--- config.mk ---
export PLATFORM = sky130hd
export DESIGN_NAME = hex_scan_driver
export DESIGN_NICKNAME = d
export VERILOG_FILES = /design/src/rtl/hex_scan_driver.sv
export SDC_FILE = /design/constraint.sdc
export NUM_CORES = 1
export LEC_CHECK = 0
export ABC_AREA = 1
export ABC_CLOCK_PERIOD_IN_PS = 3900
export CORE_MARGIN = 2
export CORE_UTILIZATION = 57
export DETAILED_ROUTE_END_ITERATION = 10
export GPL_TIMING_DRIVEN = 0
export HOLD_SLACK_MARGIN = 0.12
export PLACE_DENSITY = 0.76
export SLEW_MARGIN = 10
export SYNTH_ARGS = -nofsm -noshare
export SYNTH_HDL_FRONTEND = slang
export SYNTH_SLANG_ARGS = --single-unit
--- constraint.sdc ---
create_clock -name clk -period 3.9 [get_ports clk]
set_clock_uncertainty 0.1 [all_clocks]
set_input_delay 0.78 -clock clk [delete_from_list [all_inputs] [get_ports clk]]
set_output_delay 0.78 -clock clk [all_outputs]
set_load 0.03 [all_outputs]
--- src/rtl/hex_scan_driver.sv ---
// rtl/hex_scan_driver.sv - multiplexed seven-segment scan driver with tear-free frame updates
module hex_scan_driver #(
    parameter int DIGITS         = 4,
    parameter int REFRESH_DIV    = 50000,
    parameter int DEAD           = 8,
    parameter int SEG_ACTIVE_LOW = 1,
    parameter int DIG_ACTIVE_LOW = 1
) (
    input  logic                  clk,
    input  logic                  rst,
    input  logic                  load,
    input  logic [4*DIGITS-1:0]   value,
    input  logic [DIGITS-1:0]     dp_in,
    input  logic [DIGITS-1:0]     blank_in,
    input  logic                  lz_en,
    output logic [6:0]            seg,
    output logic                  dp,
    output logic [DIGITS-1:0]     an,
    output logic                  frame
);

    localparam int CW = (REFRESH_DIV > 1) ? $clog2(REFRESH_DIV) : 1;
    localparam int IW = (DIGITS > 1) ? $clog2(DIGITS) : 1;

    // Idle (unlit) levels of every output, folded for the configured polarity.
    localparam logic [DIGITS-1:0] AN_OFF  = (DIG_ACTIVE_LOW != 0) ? {DIGITS{1'b1}} : {DIGITS{1'b0}};
    localparam logic [6:0]        SEG_OFF = (SEG_ACTIVE_LOW != 0) ? 7'h7f : 7'h00;
    localparam logic              DP_OFF  = (SEG_ACTIVE_LOW != 0);

    logic [CW-1:0]         cnt;
    logic [IW-1:0]         idx;
    logic                  cnt_last;
    logic                  idx_last;
    logic                  wrap;
    logic                  wrap_q;

    // Shadow copy collects loads during a frame; display copy is what is scanned.
    logic [4*DIGITS-1:0]   sh_value;
    logic [DIGITS-1:0]     sh_dp;
    logic [DIGITS-1:0]     sh_blank;
    logic                  sh_lz;
    logic [4*DIGITS-1:0]   d_value;
    logic [DIGITS-1:0]     d_dp;
    logic [DIGITS-1:0]     d_blank;
    logic                  d_lz;

    logic [DIGITS-1:0]     suppress;
    logic                  zero_run;
    logic [3:0]            nib;
    logic                  in_dead;
    logic                  cur_blank;
    logic [6:0]            seg_on;
    logic                  dp_on;
    logic [DIGITS-1:0]     an_on;
    logic [6:0]            seg_nx;
    logic                  dp_nx;
    logic [DIGITS-1:0]     an_nx;

    // Hex glyph in active-high a..g order (seg[6]=a ... seg[0]=g).
    function automatic logic [6:0] glyph(input logic [3:0] n);
        logic [6:0] g;
        case (n)
            4'h0:    g = 7'b1111110;
            4'h1:    g = 7'b0110000;
            4'h2:    g = 7'b1101101;
            4'h3:    g = 7'b1111001;
            4'h4:    g = 7'b0110011;
            4'h5:    g = 7'b1011011;
            4'h6:    g = 7'b1011111;
            4'h7:    g = 7'b1110000;
            4'h8:    g = 7'b1111111;
            4'h9:    g = 7'b1111011;
            4'hA:    g = 7'b1110111;
            4'hB:    g = 7'b0011111;
            4'hC:    g = 7'b1001110;
            4'hD:    g = 7'b0111101;
            4'hE:    g = 7'b1001111;
            default: g = 7'b1000111;
        endcase
        return g;
    endfunction

    assign cnt_last = (cnt == CW'(REFRESH_DIV - 1));
    assign idx_last = (idx == IW'(DIGITS - 1));
    assign wrap     = cnt_last && idx_last;

    // Slot counter and digit index; the index advances once per slot.
    always_ff @(posedge clk or posedge rst) begin
        if (rst) begin
            cnt <= '0;
            idx <= '0;
        end else if (cnt_last) begin
            cnt <= '0;
            idx <= idx_last ? '0 : idx + IW'(1);
        end else begin
            cnt <= cnt + CW'(1);
        end
    end

    // Capture host inputs on every load; later loads in a frame overwrite earlier ones.
    always_ff @(posedge clk or posedge rst) begin
        if (rst) begin
            sh_value <= '0;
            sh_dp    <= '0;
            sh_blank <= '0;
            sh_lz    <= 1'b0;
        end else if (load) begin
            sh_value <= value;
            sh_dp    <= dp_in;
            sh_blank <= blank_in;
            sh_lz    <= lz_en;
        end
    end

    // Display only changes on the frame wrap; a load on that same edge bypasses the shadow.
    always_ff @(posedge clk or posedge rst) begin
        if (rst) begin
            d_value <= '0;
            d_dp    <= '0;
            d_blank <= '0;
            d_lz    <= 1'b0;
        end else if (wrap) begin
            if (load) begin
                d_value <= value;
                d_dp    <= dp_in;
                d_blank <= blank_in;
                d_lz    <= lz_en;
            end else begin
                d_value <= sh_value;
                d_dp    <= sh_dp;
                d_blank <= sh_blank;
                d_lz    <= sh_lz;
            end
        end
    end

    // Leading-zero mask: digit k is suppressed when it and every higher nibble are zero.
    always_comb begin
        suppress = '0;
        zero_run = 1'b1;
        for (int k = DIGITS - 1; k >= 0; k--) begin
            zero_run    = zero_run && (d_value[4*k +: 4] == 4'h0);
            suppress[k] = d_lz && (k != 0) && zero_run;
        end
    end

    // Next output levels for the current (cnt, idx), including dead time and blanking.
    always_comb begin
        nib       = d_value[{idx, 2'b00} +: 4];
        in_dead   = (cnt < CW'(DEAD));
        cur_blank = d_blank[idx] || suppress[idx];
        seg_on    = 7'b0;
        dp_on     = 1'b0;
        an_on     = '0;
        if (!in_dead) begin
            for (int k = 0; k < DIGITS; k++) begin
                an_on[k] = (idx == IW'(k));
            end
            dp_on = d_dp[idx];
            if (!cur_blank) begin
                seg_on = glyph(nib);
            end
        end
        seg_nx = (SEG_ACTIVE_LOW != 0) ? ~seg_on : seg_on;
        dp_nx  = (SEG_ACTIVE_LOW != 0) ? ~dp_on  : dp_on;
        an_nx  = (DIG_ACTIVE_LOW != 0) ? ~an_on  : an_on;
    end

    // Registered outputs lag the counter by one cycle; frame marks the first output cycle of slot 0.
    always_ff @(posedge clk or posedge rst) begin
        if (rst) begin
            seg    <= SEG_OFF;
            dp     <= DP_OFF;
            an     <= AN_OFF;
            wrap_q <= 1'b0;
            frame  <= 1'b0;
        end else begin
            seg    <= seg_nx;
            dp     <= dp_nx;
            an     <= an_nx;
            wrap_q <= wrap;
            frame  <= wrap_q;
        end
    end

endmodule

==> summary.txt, run 1 <==
Met3 layer wire length in the routed design -> 370 microns
Number of buffers inserted during clock tree synthesis -> 9
CTS tree -> built
Detailed-route via count -> 3,036
DRT Pass-1 Iters -> 4
Final period utilization -> 61.4%
Total Power Consumption -> 1.60 mW
Bufs on Longest Clock Path -> 2
Setup repair bufs after CTS -> 0
Share of flip-flops with an asynchronous set or reset -> 100%
Number of sinks driven by the clock tree -> 82
Most used flip-flop cell after synthesis -> dfrtp_1
Worst-case headroom to the max-slew limit -> 68.0%
Fmax -> 0.418 GHz
Number of antenna violations at the first check in global routing -> 0
Initial Util -> 58.8%
Antenna Diode Count -> 0
Power density cells -> 338 nW/um^2
Share of layout cells above drive strength 1 -> 17.5%
Cell Area, Placed -> 4530 sq um
Number of port buffers -> 39
Worst Setup End Kind -> output pin
Reg clk slew, reported paths -> 80 ps
Pin count of the biggest net entering global routing -> 55
Commonest cells after routing, fill and taps aside -> nand2_1 (133), dfrtp_1 (70), nand3_1 (58), nor2_1 (44), clkdlybuf4s50_1 (39)
Status -> completed
Antenna Nets Post-Route -> 0
Die height -> 87.7 microns
RD Place Congestion -> 0.874
Top routing layer in use -> met4
Clock insertion delay at the later pin of the skew report -> 350 ps
Switch share -> 21.3%
Mean routed wirelength per cell -> 12.6 microns
Total of warnings raised by yosys -> 0
Most common cell after layout, fill and taps aside -> nand2_1
Mean instance size in the synthesized netlist -> 9.04 sq um
Total Nets Final -> 532
Wire length the detailed router placed on met1 -> 3.33 mm
Number of global-route vias before repair -> 2,869
Worst EP arrival -> 1520 ps
Summed negative setup slack over all endpoints -> 0 ps
Sum of met2 wire segment lengths after detailed routing -> 3.67 mm
Post-synth EDFFs -> 0
Reported net switching power -> 341 uW
DIE WIDTH -> 87.7 microns
Violation count after the first detailed-routing iteration -> 101
Fraction of power consumed by combinational cells -> 5.5%
Die area -> 7690 sq um
Synthesized Nets -> 481
Internal cell power -> 1.26 mW
Ordered list of cells on the worst path -> clkdlybuf4s50_1
Largest stage delay on the critical path -> 650 ps
Growth of design area from synthesis to finish -> 18.7%
Critical path fanouts, max -> 1
Slowest library cell on the worst path -> clkdlybuf4s50_1
Number of standard cells after synthesis -> 442
Cell total after placement -> 578
Netlist Area Pre-Place -> 3990 sq um
Number of maximum-capacitance constraint violations -> 0
H-tree lvl count -> 3
Part of the total power dissipated in sequential elements -> 55.1%
Wire length of the first global-routing pass -> 13.0 mm
Setup ws final -> 1500 ps
Startpoint kind of the worst setup timing path -> flip-flop
Count of placed standard cells in the final layout, fillers left out -> 594
Placed wire-length estimate after detailed placement -> 5.52 mm
CP Buf/Inv Count -> 1
Top-level I/O count -> 41
Crit-path leading delay family -> buffers and inverters
Cts-stage hold buffer count -> 0
Buffer type at the clock tree root -> clkbuf_8
Clock group share of total power -> 39.4%
Core ar. -> 6790 sq um
Worst supply voltage drop on vdd -> 0.247 mV
Aggregate global routing overflow -> 0
Number of failing hold endpoints at the final stage -> 0
Actual slew at the worst max-slew pin -> 480 ps
Total of cells resized after clock tree synthesis -> 0
Min Clock Period, post-route -> 2400 ps
Proportion of synthesized chip area in sequential cells -> 51.8%
Class of the tightest hold or removal check -> flip-flop to flip-flop
Row Count -> 30
Number of DRC violations after detailed routing -> 0
Setup slack at placement -> 1860 ps
Static leakage -> 2.17 nW
Post-route design area -> 4740 sq um
Total setup violations reported at the end of the flow -> 0
#FFs+latches synth -> 82
Number of unique standard cell types used by synthesis -> 32
Vias per std cell -> 5.11
Max Slew Vio Count -> 0
Detailed Route WL -> 7.49 mm
Data required time at the worst endpoint -> 3020 ps
Type of the setup path with the least slack -> flip-flop to output pin
All-Layer GR Usage -> 21.9%
Unrepaired setup endpoints after global routing -> no
final timing paths:
check	startpoint	endpoint	slack (ps)	cells past startpoint
max	an[3]$_DFF_PP1_	an[3]	1500	1
min	wrap_q$_DFF_PP0_	frame$_DFF_PP0_	260	0
max reg2reg	idx[0]$_DFFE_PP0N_	seg[3]$_DFF_PP1_	1850	12
min reg2reg	wrap_q$_DFF_PP0_	frame$_DFF_PP0_	260	0
max in group asynchronous	rst	an[3]$_DFF_PP1_	2420	3
min in group asynchronous	rst	d_value[8]$_DFFE_PP0P_	670	2
final cells by class:
type,count,area [sq um]
flip-flops and latches,82,2070
fillers,566,2050
multi-input cells,314,1680
repair buffers,40,418
clock buffers,13,159
inverters,31,135
well taps,96,120
plain buffers,15,118
clock inverters,3,46.3
power groups by stage:
stage / clock [mW] / sequential (mW) / combinational [mW]
2_1_floorplan: 0 / 0.896 / 0.0493
3_3_place_gp: 0 / 0.897 / 0.0846
3_5_place_dp: 0 / 0.899 / 0.0900
4_1_cts: 0.648 / 0.882 / 0.0913
5_1_grt: 0.689 / 0.883 / 0.0988
6_report: 0.630 / 0.882 / 0.0881
cells by family after synthesis:
kind of cell | share of synthesized area [%]
buffers and inverters | 6.27
AOI/OAI and AO/OA | 1.72
xor gates and xnor gates | 1.75
adders and majority gates | 3.45
and+or+nand+nor | 28.0
muxes | 7.05
DFF | 51.8
Yosys cell counts (all sizes together), types with 2 or more instances:
| master | count | area (sq um) |
|---|---|---|
| nand2 | 139 | 556 |
| o21ai | 10 | 50.0 |
| dfstp | 12 | 315 |
| ha | 11 | 138 |
| inv | 29 | 111 |
| nor2 | 50 | 208 |
| xor2 | 8 | 70.1 |
| mux2 | 25 | 282 |
| buf | 15 | 118 |
| nor3 | 5 | 25.0 |
| clkinv | 2 | 21.3 |
| dfrtp | 70 | 1750 |
| nand3 | 60 | 310 |
metrics by stage:
step | utilization, % | hold WS [ps]
after floorplan | - | 231
after global placement | 66.3 | 234
after detailed placement | 66.7 | 236
after CTS | 69.8 | 253
after global routing | 69.8 | 265
final | 69.8 | 259
flip-flops by register name (all words and copies together) (netlist names):
signal and flops:
an 4, cnt 16, d_blank 4, d_dp 4
d_lz 1, d_value 16, dp 1, frame 1
idx 2, seg 7, sh_blank 4, sh_dp 4
sh_lz 1, sh_value 16, wrap_q 1
metal layers:
layer	global-route usage, %	vias to the layer above
met5	0	-
met4	11.0	0
met3	3.68	14
met2	35.1	82
met1	28.9	1427
li1	-	1513
(Power assumes the default switching activity.)
==> inputs of run 2 (changes only) <==
--- a/config.mk
+++ b/config.mk
@@ -6,13 +6,13 @@
 export NUM_CORES = 1
 export LEC_CHECK = 0
 export ABC_AREA = 1
-export ABC_CLOCK_PERIOD_IN_PS = 3900
+export ABC_CLOCK_PERIOD_IN_PS = 2100
 export CORE_MARGIN = 2
-export CORE_UTILIZATION = 57
+export CORE_UTILIZATION = 51
 export DETAILED_ROUTE_END_ITERATION = 10
 export GPL_TIMING_DRIVEN = 0
 export HOLD_SLACK_MARGIN = 0.12
-export PLACE_DENSITY = 0.76
+export PLACE_DENSITY = 0.72
 export SLEW_MARGIN = 10
 export SYNTH_ARGS = -nofsm -noshare
 export SYNTH_HDL_FRONTEND = slang
==> constraint.sdc (replaced) <==
create_clock -name clk -period 2.1 [get_ports clk]
set_clock_uncertainty 0.1 [all_clocks]
set_input_delay 0.42 -clock clk [delete_from_list [all_inputs] [get_ports clk]]
set_output_delay 0.42 -clock clk [all_outputs]
set_load 0.03 [all_outputs]
==> run 2 against run 1 <==
Utilization decreased by 7.6 points. Combinational power up 88%. Sequential cell count stayed put. Register-to-register slack got worse by 1600 ps. Critical path depth unchanged. Design area grew 0.26%. Cell count grew 1.0%. Sequential share of layout area decreased by 0.11 points. Power rose by 82%. Non-clock buffer count did not move. First-iteration DRC count grew 8.9%.
==> summary.txt, run 2 (synthesis gave the netlist of run 1 again) <==
Initial Util -> 52.2% (-6.6 points)
Startpoint kind of the worst setup timing path -> flip-flop
Buffer type at the clock tree root -> clkbuf_8
Crit-path leading delay family -> buffers and inverters
RD Place Congestion -> 0.888 (+1.6%)
Die area -> 8560 sq um (+11%)
Top-level I/O count -> 41 (unchanged)
Number of DRC violations after detailed routing -> 0 (unchanged)
Antenna Diode Count -> 0 (unchanged)
Area of the multi-input gates -> 1690 sq um (+0.90%)
CTS tree -> built
DRT Pass-1 Iters -> 5 (+1)
Pin count of the biggest net entering global routing -> 39 (-29%)
Commonest cells after routing, fill and taps aside -> nand2_1 (130), dfrtp_1 (70), nand3_1 (57), nor2_1 (44), clkdlybuf4s50_1 (39)
Reg clk slew, reported paths -> 80 ps (about the same)
Mean routed wirelength per cell -> 12.7 microns (+0.41%)
All-Layer GR Usage -> 19.8% (-2.1 points)
Worst-case headroom to the max-slew limit -> 67.5% (-0.47 points)
Violation count after the first detailed-routing iteration -> 110 (+8.9%)
Worst supply voltage drop on vdd -> 0.399 mV (+62%)
Antenna Nets Post-Route -> 0 (unchanged)
Growth of design area from synthesis to finish -> 19.0%
Number of global-route vias before repair -> 2,884 (+0.52%)
Placed wire-length estimate after detailed placement -> 5.60 mm (+1.4%)
Power density cells -> 612 nW/um^2 (+81%)
Detailed-route via count -> 2,960 (-2.5%)
Detailed Route WL -> 7.60 mm (+1.4%)
Number of port buffers -> 39 (unchanged)
Unrepaired setup endpoints after global routing -> no
Number of sinks driven by the clock tree -> 82 (unchanged)
Setup slack at placement -> 97.2 ps (-1770 ps)
Total of cells resized after clock tree synthesis -> 0 (unchanged)
Fmax -> 0.488 GHz
Clock insertion delay at the later pin of the skew report -> 350 ps (about the same)
Total setup violations reported at the end of the flow -> 0 (unchanged)
End-of-flow core utilization -> 62.1% (-7.6 points)
Wire length of the first global-routing pass -> 13.5 mm (+3.8%)
Data required time at the worst endpoint -> 1580 ps (-1440 ps)
Actual slew at the worst max-slew pin -> 486 ps (+6.03 ps)
Summed negative setup slack over all endpoints -> 0 ps (unchanged)
Cts-stage hold buffer count -> 0 (unchanged)
Total Power Consumption -> 2.91 mW (+82%)
Filler instances -> 650 (+15%)
Status -> completed
FF/Latch Area -> 2070 sq um (unchanged)
Number of maximum-capacitance constraint violations -> 0 (unchanged)
H-tree lvl count -> 3 (unchanged)
DIE WIDTH -> 92.5 microns (+5.5%)
Number of antenna violations at the first check in global routing -> 0 (unchanged)
Largest stage delay on the critical path -> 660 ps (about the same)
Total Nets Final -> 532 (unchanged)
Ordered list of cells on the worst path -> clkdlybuf4s50_1
Number of failing hold endpoints at the final stage -> 0 (unchanged)
Bufs on Longest Clock Path -> 2 (unchanged)
Row Count -> 32 (+6.7%)
Die height -> 92.5 microns (+5.5%)
Vias per std cell -> 4.93 (-3.5%)
Leading registers by flop count -> cnt x16, d_value x16, sh_value x16
Setup repair bufs after CTS -> 0 (unchanged)
Class of the tightest hold or removal check -> flip-flop to flip-flop
Static leakage -> 2.16 nW (-0.46%)
Number of buffers inserted during clock tree synthesis -> 9 (unchanged)
Slowest library cell on the worst path -> clkdlybuf4s50_1
Max Slew Vio Count -> 0 (unchanged)
Setup ws final -> 49.5 ps (-1460 ps)
Share of layout cells above drive strength 1 -> 18.5% (+1.0 points)
Final period utilization -> 97.6%
Min Clock Period, post-route -> 2050 ps
Critical path fanouts, max -> 1 (unchanged)
Worst EP arrival -> 1530 ps (about the same)
Type of the setup path with the least slack -> flip-flop to output pin
Core ar. -> 7650 sq um (+13%)
Worst Setup End Kind -> output pin
Aggregate global routing overflow -> 0 (unchanged)
Most common cell after layout, fill and taps aside -> nand2_1
CP Buf/Inv Count -> 1 (unchanged)
[run 2: cell types whose count changed in the layout (fill, tap and decap cells not counted), sizes merged]
cell / change
inv: -2
clkinv: +1
clkbuf: -1
clkinvlp: +2
[run 2: path summary, 6_finish.rpt]
kind / depth (start not counted) / start / end / slack, ps
min in group asynchronous: 2 / rst / cnt[12]$_DFF_PP0_ / 350
min reg2reg: 0 / wrap_q$_DFF_PP0_ / frame$_DFF_PP0_ / 250
min: 0 / wrap_q$_DFF_PP0_ / frame$_DFF_PP0_ / 250
max in group asynchronous: 3 / rst / an[3]$_DFF_PP1_ / 960
max: 1 / an[3]$_DFF_PP1_ / an[3] / 50
max reg2reg: 11 / idx[0]$_DFFE_PP0N_ / seg[3]$_DFF_PP1_ / 290
[run 2: layer usage]
| metal | up-vias | track usage, % | part of all wire (%) |
|---|---|---|---|
| li1 | 1511 | - | - |
| met1 | 1388 | 27.0 | 47 |
| met4 | 0 | 7.09 | 1.4 |
| met5 | - | 0 | 0 |
| met2 | 52 | 32.1 | 48 |
| met3 | 9 | 3.34 | 3.8 |
[run 2: stage by stage]
| step | cells | area [sq um] | hold slack (ps) |
|---|---|---|---|
| 6_report | 600 | 4750 | 247 |
| 5_1_grt | 600 | 4750 | 268 |
| 4_1_cts | 601 | 4740 | 254 |
| 3_5_place_dp | 585 | 4560 | 240 |
| 3_3_place_gp | 583 | 4520 | 235 |
| 2_1_floorplan | 442 | 4000 | 231 |
[run 2: cell type report]
cell class                 instances  share of cell area (%)
buffer                            14                    2.32
clock buffer                      12                    2.84
clock inverter                     4                    1.13
inverter                          31                    2.87
multi-input combinational        314                    35.6
sequential                        82                    43.5
tap                              102                    2.69
timing repair buffer              41                    9.06
[run 2: where the power goes]
group | internal [mW] | total [mW] | switching, mW | leakage [nW]
Clock | 0.553 | 1.10 | 0.549 | 0.0868
Combinational | 0.0947 | 0.166 | 0.0712 | 1.17
Sequential | 1.63 | 1.64 | 0.0116 | 0.902
